`config.mk`:
```
export PLATFORM = sky130hd
export DESIGN_NAME = sync_fifo_fwft_flat
export DESIGN_NICKNAME = d
export VERILOG_FILES = /design/src/rtl/sync_fifo_fwft_if.sv /design/src/rtl/sync_fifo_fwft.sv /design/src/flat_wrapper.sv
export SDC_FILE = /design/constraint.sdc
export NUM_CORES = 1
export LEC_CHECK = 0
export CORE_MARGIN = 2
export CORE_UTILIZATION = 50
export DETAILED_ROUTE_END_ITERATION = 8
export GPL_TIMING_DRIVEN = 0
export PLACE_DENSITY = 0.73
export RECOVER_POWER = 100
export SLEW_MARGIN = 20
export SYNTH_ARGS = -nofsm -noshare
export SYNTH_HDL_FRONTEND = slang
export SYNTH_SLANG_ARGS = --single-unit
```
`constraint.sdc`:
```
create_clock -name clk -period 3.35 [get_ports clk]
set_input_delay 0.5025 -clock clk [delete_from_list [all_inputs] [get_ports clk]]
set_output_delay 0.5025 -clock clk [all_outputs]
set_load 0.01 [all_outputs]
```
`src/rtl/sync_fifo_fwft_if.sv`:
```
// Handshake and status bundle for sync_fifo_fwft.
// The producer/consumer side uses master; the FIFO itself uses slave.
interface sync_fifo_fwft_if #(
  parameter int DATA_WIDTH = 8,
  parameter int FIFO_DEPTH = 16
);
  localparam int CNT_W = $clog2(FIFO_DEPTH) + 1;

  logic                  wr_en;
  logic [DATA_WIDTH-1:0] wdata;
  logic                  rd_en;
  logic                  clr_err;
  logic [DATA_WIDTH-1:0] rdata;
  logic                  rvalid;
  logic                  full;
  logic                  empty;
  logic                  almost_full;
  logic                  almost_empty;
  logic [CNT_W-1:0]      count;
  logic                  overflow;
  logic                  underflow;

  modport master (
    output wr_en, wdata, rd_en, clr_err,
    input  rdata, rvalid, full, empty, almost_full, almost_empty, count, overflow, underflow
  );

  modport slave (
    input  wr_en, wdata, rd_en, clr_err,
    output rdata, rvalid, full, empty, almost_full, almost_empty, count, overflow, underflow
  );
endinterface

```
`src/rtl/sync_fifo_fwft.sv`:
```
// Single-clock FIFO with first-word-fall-through or registered-read output,
// occupancy count, almost-full/almost-empty thresholds and sticky error flags.
module sync_fifo_fwft #(
  parameter int DATA_WIDTH = 8,
  parameter int FIFO_DEPTH = 16,
  parameter bit FWFT       = 1'b1,
  parameter int AF_LEVEL   = FIFO_DEPTH - 2,
  parameter int AE_LEVEL   = 2
) (
  input  logic               clk,
  input  logic               rst,
  sync_fifo_fwft_if.slave    bus_io
);
  localparam int ADDR_WIDTH = $clog2(FIFO_DEPTH);
  localparam int CNT_W      = ADDR_WIDTH + 1;

  generate
    if (FIFO_DEPTH < 2 || (FIFO_DEPTH & (FIFO_DEPTH - 1)) != 0) begin : g_bad_depth
      $error("sync_fifo_fwft: FIFO_DEPTH must be a power of two >= 2");
    end
    if (AF_LEVEL < 1 || AF_LEVEL > FIFO_DEPTH) begin : g_bad_af
      $error("sync_fifo_fwft: AF_LEVEL out of range");
    end
    if (AE_LEVEL < 0 || AE_LEVEL > FIFO_DEPTH - 1) begin : g_bad_ae
      $error("sync_fifo_fwft: AE_LEVEL out of range");
    end
    if (DATA_WIDTH < 1) begin : g_bad_width
      $error("sync_fifo_fwft: DATA_WIDTH must be >= 1");
    end
  endgenerate

  logic [DATA_WIDTH-1:0] mem_q [FIFO_DEPTH];
  logic [ADDR_WIDTH-1:0] wr_ptr_q, rd_ptr_q;
  logic [CNT_W-1:0]      count_q, count_d;
  logic                  overflow_q, underflow_q;
  logic                  full, empty;
  logic                  wr_acc, rd_acc;

  assign full   = (count_q == CNT_W'(FIFO_DEPTH));
  assign empty  = (count_q == '0);
  // Requests are qualified with the pre-edge flags; rst masks both sides.
  assign wr_acc = bus_io.wr_en && !full  && !rst;
  assign rd_acc = bus_io.rd_en && !empty && !rst;

  always_comb begin
    count_d = count_q;
    case ({wr_acc, rd_acc})
      2'b10:   count_d = count_q + CNT_W'(1);
      2'b01:   count_d = count_q - CNT_W'(1);
      default: count_d = count_q;
    endcase
  end

  always_ff @(posedge clk) begin
    if (wr_acc) begin
      mem_q[wr_ptr_q] <= bus_io.wdata;
    end
  end

  always_ff @(posedge clk) begin
    if (rst) begin
      wr_ptr_q    <= '0;
      rd_ptr_q    <= '0;
      count_q     <= '0;
      overflow_q  <= 1'b0;
      underflow_q <= 1'b0;
    end else begin
      if (wr_acc) wr_ptr_q <= wr_ptr_q + ADDR_WIDTH'(1);
      if (rd_acc) rd_ptr_q <= rd_ptr_q + ADDR_WIDTH'(1);
      count_q <= count_d;
      // Set has priority over clear.
      if (bus_io.wr_en && full)        overflow_q  <= 1'b1;
      else if (bus_io.clr_err)         overflow_q  <= 1'b0;
      if (bus_io.rd_en && empty)       underflow_q <= 1'b1;
      else if (bus_io.clr_err)         underflow_q <= 1'b0;
    end
  end

  generate
    if (FWFT) begin : g_fwft
      assign bus_io.rdata  = mem_q[rd_ptr_q];
      assign bus_io.rvalid = !empty;
    end else begin : g_reg_read
      logic [DATA_WIDTH-1:0] rdata_q;
      logic                  rvalid_q;

      always_ff @(posedge clk) begin
        if (rst) begin
          rdata_q  <= '0;
          rvalid_q <= 1'b0;
        end else begin
          rvalid_q <= rd_acc;
          if (rd_acc) rdata_q <= mem_q[rd_ptr_q];
        end
      end

      assign bus_io.rdata  = rdata_q;
      assign bus_io.rvalid = rvalid_q;
    end
  endgenerate

  assign bus_io.full         = full;
  assign bus_io.empty        = empty;
  assign bus_io.almost_full  = (count_q >= CNT_W'(AF_LEVEL));
  assign bus_io.almost_empty = (count_q <= CNT_W'(AE_LEVEL));
  assign bus_io.count        = count_q;
  assign bus_io.overflow     = overflow_q;
  assign bus_io.underflow    = underflow_q;
endmodule

```
`src/flat_wrapper.sv`:
```
// flat-port wrapper written by rule: the top's interface ports become plain ports
module sync_fifo_fwft_flat 
#(
  parameter int DATA_WIDTH = 8,
  parameter int FIFO_DEPTH = 16,
  parameter bit FWFT       = 1'b1,
  parameter int AF_LEVEL   = FIFO_DEPTH - 2,
  parameter int AE_LEVEL   = 2
)
  (clk, rst, bus_io_wr_en, bus_io_wdata, bus_io_rd_en, bus_io_clr_err, bus_io_rdata, bus_io_rvalid, bus_io_full, bus_io_empty, bus_io_almost_full, bus_io_almost_empty, bus_io_count, bus_io_overflow, bus_io_underflow);
  sync_fifo_fwft_if #(.DATA_WIDTH(DATA_WIDTH), .FIFO_DEPTH(FIFO_DEPTH)) bus_io_i ();
  input  logic clk;
  input  logic rst;
  input wire logic [$bits(bus_io_i.wr_en)-1:0] bus_io_wr_en;
  input wire logic [$bits(bus_io_i.wdata)-1:0] bus_io_wdata;
  input wire logic [$bits(bus_io_i.rd_en)-1:0] bus_io_rd_en;
  input wire logic [$bits(bus_io_i.clr_err)-1:0] bus_io_clr_err;
  output wire logic [$bits(bus_io_i.rdata)-1:0] bus_io_rdata;
  output wire logic [$bits(bus_io_i.rvalid)-1:0] bus_io_rvalid;
  output wire logic [$bits(bus_io_i.full)-1:0] bus_io_full;
  output wire logic [$bits(bus_io_i.empty)-1:0] bus_io_empty;
  output wire logic [$bits(bus_io_i.almost_full)-1:0] bus_io_almost_full;
  output wire logic [$bits(bus_io_i.almost_empty)-1:0] bus_io_almost_empty;
  output wire logic [$bits(bus_io_i.count)-1:0] bus_io_count;
  output wire logic [$bits(bus_io_i.overflow)-1:0] bus_io_overflow;
  output wire logic [$bits(bus_io_i.underflow)-1:0] bus_io_underflow;
  assign bus_io_i.wr_en = bus_io_wr_en;
  assign bus_io_i.wdata = bus_io_wdata;
  assign bus_io_i.rd_en = bus_io_rd_en;
  assign bus_io_i.clr_err = bus_io_clr_err;
  assign bus_io_rdata = bus_io_i.rdata;
  assign bus_io_rvalid = bus_io_i.rvalid;
  assign bus_io_full = bus_io_i.full;
  assign bus_io_empty = bus_io_i.empty;
  assign bus_io_almost_full = bus_io_i.almost_full;
  assign bus_io_almost_empty = bus_io_i.almost_empty;
  assign bus_io_count = bus_io_i.count;
  assign bus_io_overflow = bus_io_i.overflow;
  assign bus_io_underflow = bus_io_i.underflow;
  sync_fifo_fwft #(.DATA_WIDTH(DATA_WIDTH), .FIFO_DEPTH(FIFO_DEPTH), .FWFT(FWFT), .AF_LEVEL(AF_LEVEL), .AE_LEVEL(AE_LEVEL)) u_core (.clk(clk), .rst(rst), .bus_io(bus_io_i));
endmodule
```
Word-level counts from Yosys, hierarchy flattened
Memories as Yosys holds them, arrays and structs flattened. A register that Yosys moved wholly into a read port is not among the register bits.
Cells that the tools add are included.
{ "op_classes": {"n_addsub": 4, "magnitude_cmp": 2, "n_eq_ne": 3, "muxes": 8, "n_reduce_logical": 13} }
{ "ops": {"columns": ["op", "n"], "rows": [
  ["5-bit case mux with 2 select lines", 1],
  ["4-bit by 1-bit adder with 4-bit output, second input constant", 2],
  ["4-bit two-way mux", 2],
  ["1-bit logical AND", 6],
  ["2-bit nonzero test", 3],
  ["5-bit by 1-bit adder with 5-bit output, second input constant", 1],
  ["5-bit == test, second input constant", 1],
  ["5-bit by 4-bit greater-or-equal comparator with 1-bit output, second input constant", 1],
  ["5-bit by 2-bit less-or-equal comparator with 1-bit output, second input constant", 1],
  ["5-bit zero test", 1],
  ["1-bit two-way mux", 5],
  ["5-bit by 1-bit subtractor with 5-bit output, second input constant", 1],
  ["1-bit zero test", 3],
  ["2-bit by 1-bit == test with 1-bit output, second input constant", 1],
  ["2-bit == test, second input constant", 1]
]} }
{ "word_totals": {"regBits": 15, "mem_bits_rw": 128, "input_bits": 13, "output_inout_bits": 20, "word_cells": 36, "n_memories": 1} }
{ "memory_table": {"columns": ["memory", "words", "word_bits", "rd", "rd_ports_with_merged_regs", "wr", "line", "text"], "rows": [
  ["u_core.mem_q", 16, 8, 1, 1, 1, "sync_fifo_fwft.sv:32", "logic [DATA_WIDTH-1:0] mem_q [FIFO_DEPTH];"]
]} }

Depth between registers and ports, before layout
{ "depth": {"word_depth": 6, "ltp_mapped": 12, "mapped_depth_nobuf": 10} }

Worst setup path after synthesis
OpenSTA, ideal clock, no wires.
{ "synth_timing": {"kind": "reg2reg", "start": "register u_core.count_q[2], in the netlist u_core.bus_io.count[2]", "end": "register u_core.count_q[4], in the netlist u_core.bus_io.count[4]", "setup_ns": 0.064, "arrival_ns": 2.716, "setup_slack_ns": 0.570, "path_stages_with_launch": 13, "path_buffers": 2, "cell_sequence": "dfxtp_1 buf_6 or3_4 o31ai_4 nor2_1 ha_1 buf_2 xor2_1 ha_1 o21ai_0 or3_1 a2111o_1 nand4_1"} }
{ "synth_between": {"elab_chain_len": 6, "word_cells_on_any_way": 14} }
{ "synth_lines": {"columns": ["item", "line", "text"], "rows": [
  ["start, declared", "sync_fifo_fwft.sv:34", "logic [CNT_W-1:0] count_q, count_d;"],
  ["start signal, assigned", "sync_fifo_fwft.sv:70", "count_q <= count_d;"],
  ["5-bit == test / 5-bit zero test (equally long branches)", "sync_fifo_fwft.sv:39, sync_fifo_fwft.sv:40", null],
  ["1-bit zero test, on equally long branches", "sync_fifo_fwft.sv:42, sync_fifo_fwft.sv:43", null],
  ["1-bit logical AND, on equally long branches (2 in series)", "sync_fifo_fwft.sv:42, sync_fifo_fwft.sv:43", null],
  ["2-bit by 1-bit == test with 1-bit output / 2-bit == test (equally long branches)", "sync_fifo_fwft.sv:47", "case ({wr_acc, rd_acc})"],
  ["5-bit case mux with 2 select lines / 2-bit nonzero test (equally long branches)", null, null]
]} }
Parallel ways exist; a longest one is shown, timed or not.
A chain may end at the register's enable or synchronous reset.

==> impl_table.tex <==
\begin{tabular}{lr}
\hline
Metric & Value \\
\hline
\multicolumn{2}{l}{\textbf{Yosys}} \\
\quad Net count after synthesis & 359 \\
\quad Cell Area, Synth & about 6000 µm² \\
\quad Adder and majority cell fraction of the synthesized area & 0.0188 \\
\quad Sequential cell area fraction in the yosys report & 0.705 \\
\quad Predominant post-synthesis flop cell & edfxtp\_1 \\
\quad Number of enable flip-flop cells after synthesis & 128 \\
\quad Async set or reset register ratio after synthesis & 0 \\
\quad Top cells by area, synth & edfxtp\_1 (64\%), mux4\_2 (12\%), dfxtp\_1 (6.3\%), a22oi\_1 (2.0\%), ha\_1 (1.9\%) \\
\quad Fraction of the mapped netlist area in compound gates & 0.0476 \\
\quad Post-Synth Simple-Gate Area & 0.0698 \\
\quad Post-synthesis xor/xnor area fraction & 0.0117 \\
\quad Number of distinct library cell variants in the gate-level netlist after synthesis & 45 \\
\quad Synth warn & 0 \\
\quad Largest family of logic cells by synthesized area & multiplexers \\
\quad Fraction of synthesized area in multiplexers & 0.125 \\
\quad Mean instance size in the synthesized netlist & approximately 18 µm² \\
\quad Cell type with the largest total area after synthesis & edfxtp\_1 \\
\quad Flip-flop and latch count after synthesis & roughly 150 \\
\quad Top-area cell type share of the netlist area & 0.642 \\
\quad Number of standard cells after synthesis & 337 \\
\multicolumn{2}{l}{\textbf{Routing}} \\
\quad Final ANT Viol Nets & 0 \\
\quad Number of detailed-route iterations in the first pass & 4 \\
\quad Count of unresolved DRC violations after routing & 0 \\
\quad Post-detailed-routing wire length & around 12000 µm \\
\quad Starting DRC count in detailed routing & 323 \\
\quad Wire per inst & roughly 22 µm \\
\quad Number of vias in the routed layout & 3180 \\
\quad Avg Vias per Cell & $\sim$6 \\
\multicolumn{2}{l}{\textbf{Cells and area}} \\
\quad \# nets final & between 400 and 500 \\
\quad Leading cell types in the layout, fill and taps excluded & edfxtp\_1 (128), mux4\_2 (32), nor2\_1 (20) \\
\quad Most common cell after layout, fill and taps aside & edfxtp\_1 \\
\quad Area Growth Syn to Fin & 18.5\% \\
\quad Final Cell Area & 7100 µm² \\
\quad Ratio of cells with drive above 1 in the final layout & 0.182 \\
\quad Ant diodes & 0 \\
\multicolumn{2}{l}{\textbf{Placement}} \\
\quad Total of buffers placed on input and output ports & 32 \\
\quad Placed Area & 6490 µm² \\
\quad DPL Wire Length & around 7800 µm \\
\quad Final estimated routing congestion in global placement & 0.809 \\
\multicolumn{2}{l}{\textbf{STA}} \\
\quad Number of endpoints with negative hold slack in the final report & 0 \\
\quad Tightest hold margin & roughly 0.57 ns \\
\quad Final critical-path share of the clock period & 0.977 \\
\quad Final worst path period need & 3.27 ns \\
\quad Number of endpoints failing setup at the final stage & 0 \\
\quad Worst-margin pin slew & between 0.9 and 1 ns \\
\quad Clock skew & about 0.0086 ns \\
\quad Final Slew Violations & 0 \\
\quad Worst slew margin & 0.368 \\
\quad Fmax achieved & 305 MHz \\
\quad RSZ-0062 raised after global routing & no \\
\multicolumn{2}{l}{\textbf{Die}} \\
\quad Die X-Extent & between 100 and 150 µm \\
\quad Row count & 39 \\
\quad Die Footprint & $\sim$13000 µm² \\
\quad Die extent in y & $\sim$110 µm \\
\quad Core footprint & between 10000 and 15000 µm² \\
\quad Number of ports placed on the die boundary & 33 \\
\quad Initial Util & 0.518 \\
\multicolumn{2}{l}{\textbf{Outcome}} \\
\quad Run status & complete, no violations \\
\multicolumn{2}{l}{\textbf{Global route}} \\
\quad Antenna violations before repair & 0 \\
\quad Combined global-route utilization of all metal layers & 0.201 \\
\quad Wire length of the first global-routing pass & approximately 18000 µm \\
\quad Vias in the first global route & roughly 3300 \\
\quad Remaining Overflow, GRT & 0 \\
\quad Maximum number of pins on one net before global-route repair & 17 \\
\multicolumn{2}{l}{\textbf{Critical path}} \\
\quad Type of element capturing the critical path & output pin \\
\quad Endpoint of the most critical register-to-register path & u\_core.bus\_io.count[4] \\
\quad Register-to-Register Path Depth & 12 \\
\quad Slowest stage cell on the critical path & clkbuf\_1 \\
\quad CP Data Arrival Time & between 2 and 3 ns \\
\quad Register-to-register setup slack & between 0.2 and 0.3 ns \\
\quad CP Class & flop to output pin \\
\quad Data required time at the worst endpoint & between 2 and 3 ns \\
\quad Ordered list of cells on the worst path & clkbuf\_1, mux4\_2, a22oi\_1, nand2\_1, clkdlybuf4s50\_1 \\
\quad Crit path launch type & flop \\
\quad Cell class contributing the biggest share of worst-path delay & buffers and inverters \\
\quad Crit Path Max Fanout & 10 \\
\quad Worst r2r src & u\_core.bus\_io.count[0] \\
\quad Slowest cell delay on critical path & roughly 0.59 ns \\
\quad Crit path buffers/inverters & 2 \\
\multicolumn{2}{l}{\textbf{Clocking}} \\
\quad Cell at the root of the clock tree & clkbuf\_16 \\
\quad CTS max path bufs & 2 \\
\quad CTS buffer count & 17 \\
\quad Skew-Pair Late Insertion Delay & approximately 0.42 ns \\
\quad Clock tree from TritonCTS & yes \\
\quad CTS sink cnt & $\sim$150 \\
\quad Clock transition at the registers of the reported paths & roughly 0.060 ns \\
\quad Number of hold buffers added after cts & 0 \\
\quad Number of H-tree branching levels & 4 \\
\multicolumn{2}{l}{\textbf{Min path}} \\
\quad Terminating pin of the worst hold path & u\_core.wr\_ptr\_q[3] \\
\quad Min-delay src & u\_core.wr\_ptr\_q[3] \\
\quad Type of the most critical hold path & flop to flop \\
\quad Cell count of the worst hold path & 2 \\
\multicolumn{2}{l}{\textbf{Power}} \\
\quad Total power consumption of the routed design & around 5 mW \\
\quad Sw frac & 0.236 \\
\quad Cell internal pwr & between 3 and 4 mW \\
\quad Power spent charging and discharging nets & 1.19 mW \\
\quad Max rail drop VDD & between 0.3 and 0.4 mV \\
\quad Proportion of power drawn by combinational gates & 0.192 \\
\quad PwrDens & approximately 710 nW/µm² \\
\quad Leakage power & roughly 2.4 nW \\
\quad Part of the power in registers & 0.415 \\
\quad Clock network fraction of total power & 0.394 \\
\multicolumn{2}{l}{\textbf{Job}} \\
\quad Max-cap violations & 0 \\
\hline
\end{tabular}
## state kept, by name, summed over array words and instances, names as in the netlist, named ones only
register / cells
u_core.mem_q: 128
u_core.bus_io.underflow: 1
u_core.bus_io.count: 5
u_core.wr_ptr_q: 4
u_core.bus_io.overflow: 1
u_core.rd_ptr_q: 4
## worst reg2reg max path: cells and delay by family, from the launching register on
kind	cells	cell delay [ns]
adders and majority gates	2	0.44
DFF	1	0.36
buffers and inverters	2	0.58
xor gates and xnor gates	1	0.14
AOI/OAI and AO/OA	3	0.80
and+or+nand+nor	4	0.69
## power by group through the flow
stage                     clock [mW]  sequential [mW]  combinational [mW]
after floorplan                    0             2.12               0.650
after global placement             0             2.12               0.987
after detailed placement           0             2.12                1.00
after CTS                       2.00             2.09                1.01
after global routing            2.08             2.09                1.05
final                           1.98             2.09               0.964
## through the flow
step | cells | TNS [ns] | setup WS [ns] | util
global placement | 512 | -0.618 | -0.373 | 0.561
detailed placement | 512 | -0.658 | -0.386 | 0.561
global route | 544 | 0 | 0.00712 | 0.614
CTS | 544 | 0 | 0.0259 | 0.615
finish | 544 | 0 | 0.0763 | 0.614
floorplan | 337 | 0 | 0.570 | -
## final cells by class
class,count,area [µm²]
Clock inverter,13,189
Timing Repair Buffer,32,320
Fill cell,813,4460
Tap cell,143,179
Buffer,18,95.1
Clock buffer,19,433
Sequential cell,147,4220
Inverter,10,37.5
Multi-Input combinational cell,162,1620
## kinds of logic (layout without fill, tap and decap cells)
| kind of cell | after synthesis | in the layout |
|---|---|---|
| DFF | 147 | 147 |
| muxes | 35 | 35 |
| buffers and inverters | 28 | 92 |
| adders and majority gates | 9 | 9 |
| and+or+nand+nor | 74 | 74 |
| xor gates and xnor gates | 8 | 8 |
| AOI/OAI and AO/OA | 36 | 36 |
## layer usage
| layer | GRT usage | vias up | part of all wire |
|---|---|---|---|
| met5 | 0 | - | 0 |
| met4 | 0.0683 | 0 | 0.011 |
| met3 | 0.0515 | 12 | 0.061 |
| met2 | 0.333 | 130 | 0.51 |
| met1 | 0.262 | 1600 | 0.41 |
| li1 | - | 1438 | - |
## repair_timing
action | in CTS | in global routing
resized for setup | 3 | 3
buffers inserted | 0 | 0
setup endpoints to repair | 2 | 2
pin swaps | 0 | 0
cloned | 0 | 0
## worst max path at each step
stage / cells past startpoint / start / end / slack, ns
finish: 5 / flop / bus_io_rdata[1] / 0.08
global route: 5 / flop / bus_io_rdata[5] / 0.007
CTS: 12 / rst / u_core.bus_io.count[4] / 0.03
detailed placement: 12 / rst / u_core.bus_io.count[4] / -0.39
global placement: 12 / rst / u_core.bus_io.count[4] / -0.37
floorplan: 12 / u_core.bus_io.count[2] / u_core.bus_io.count[4] / 0.57
## cells in the mapped netlist, types with 5 or more instances
cell type and number:
nand2_1 12, dfxtp_1 19, nor2_1 20, mux4_2 32
and2_1 14, edfxtp_1 128, inv_1 10, buf_2 5
nor2b_1 5, ha_1 9, buf_1 5, a22oi_1 16
Note: power is estimated with default switching activity, not from simulation.
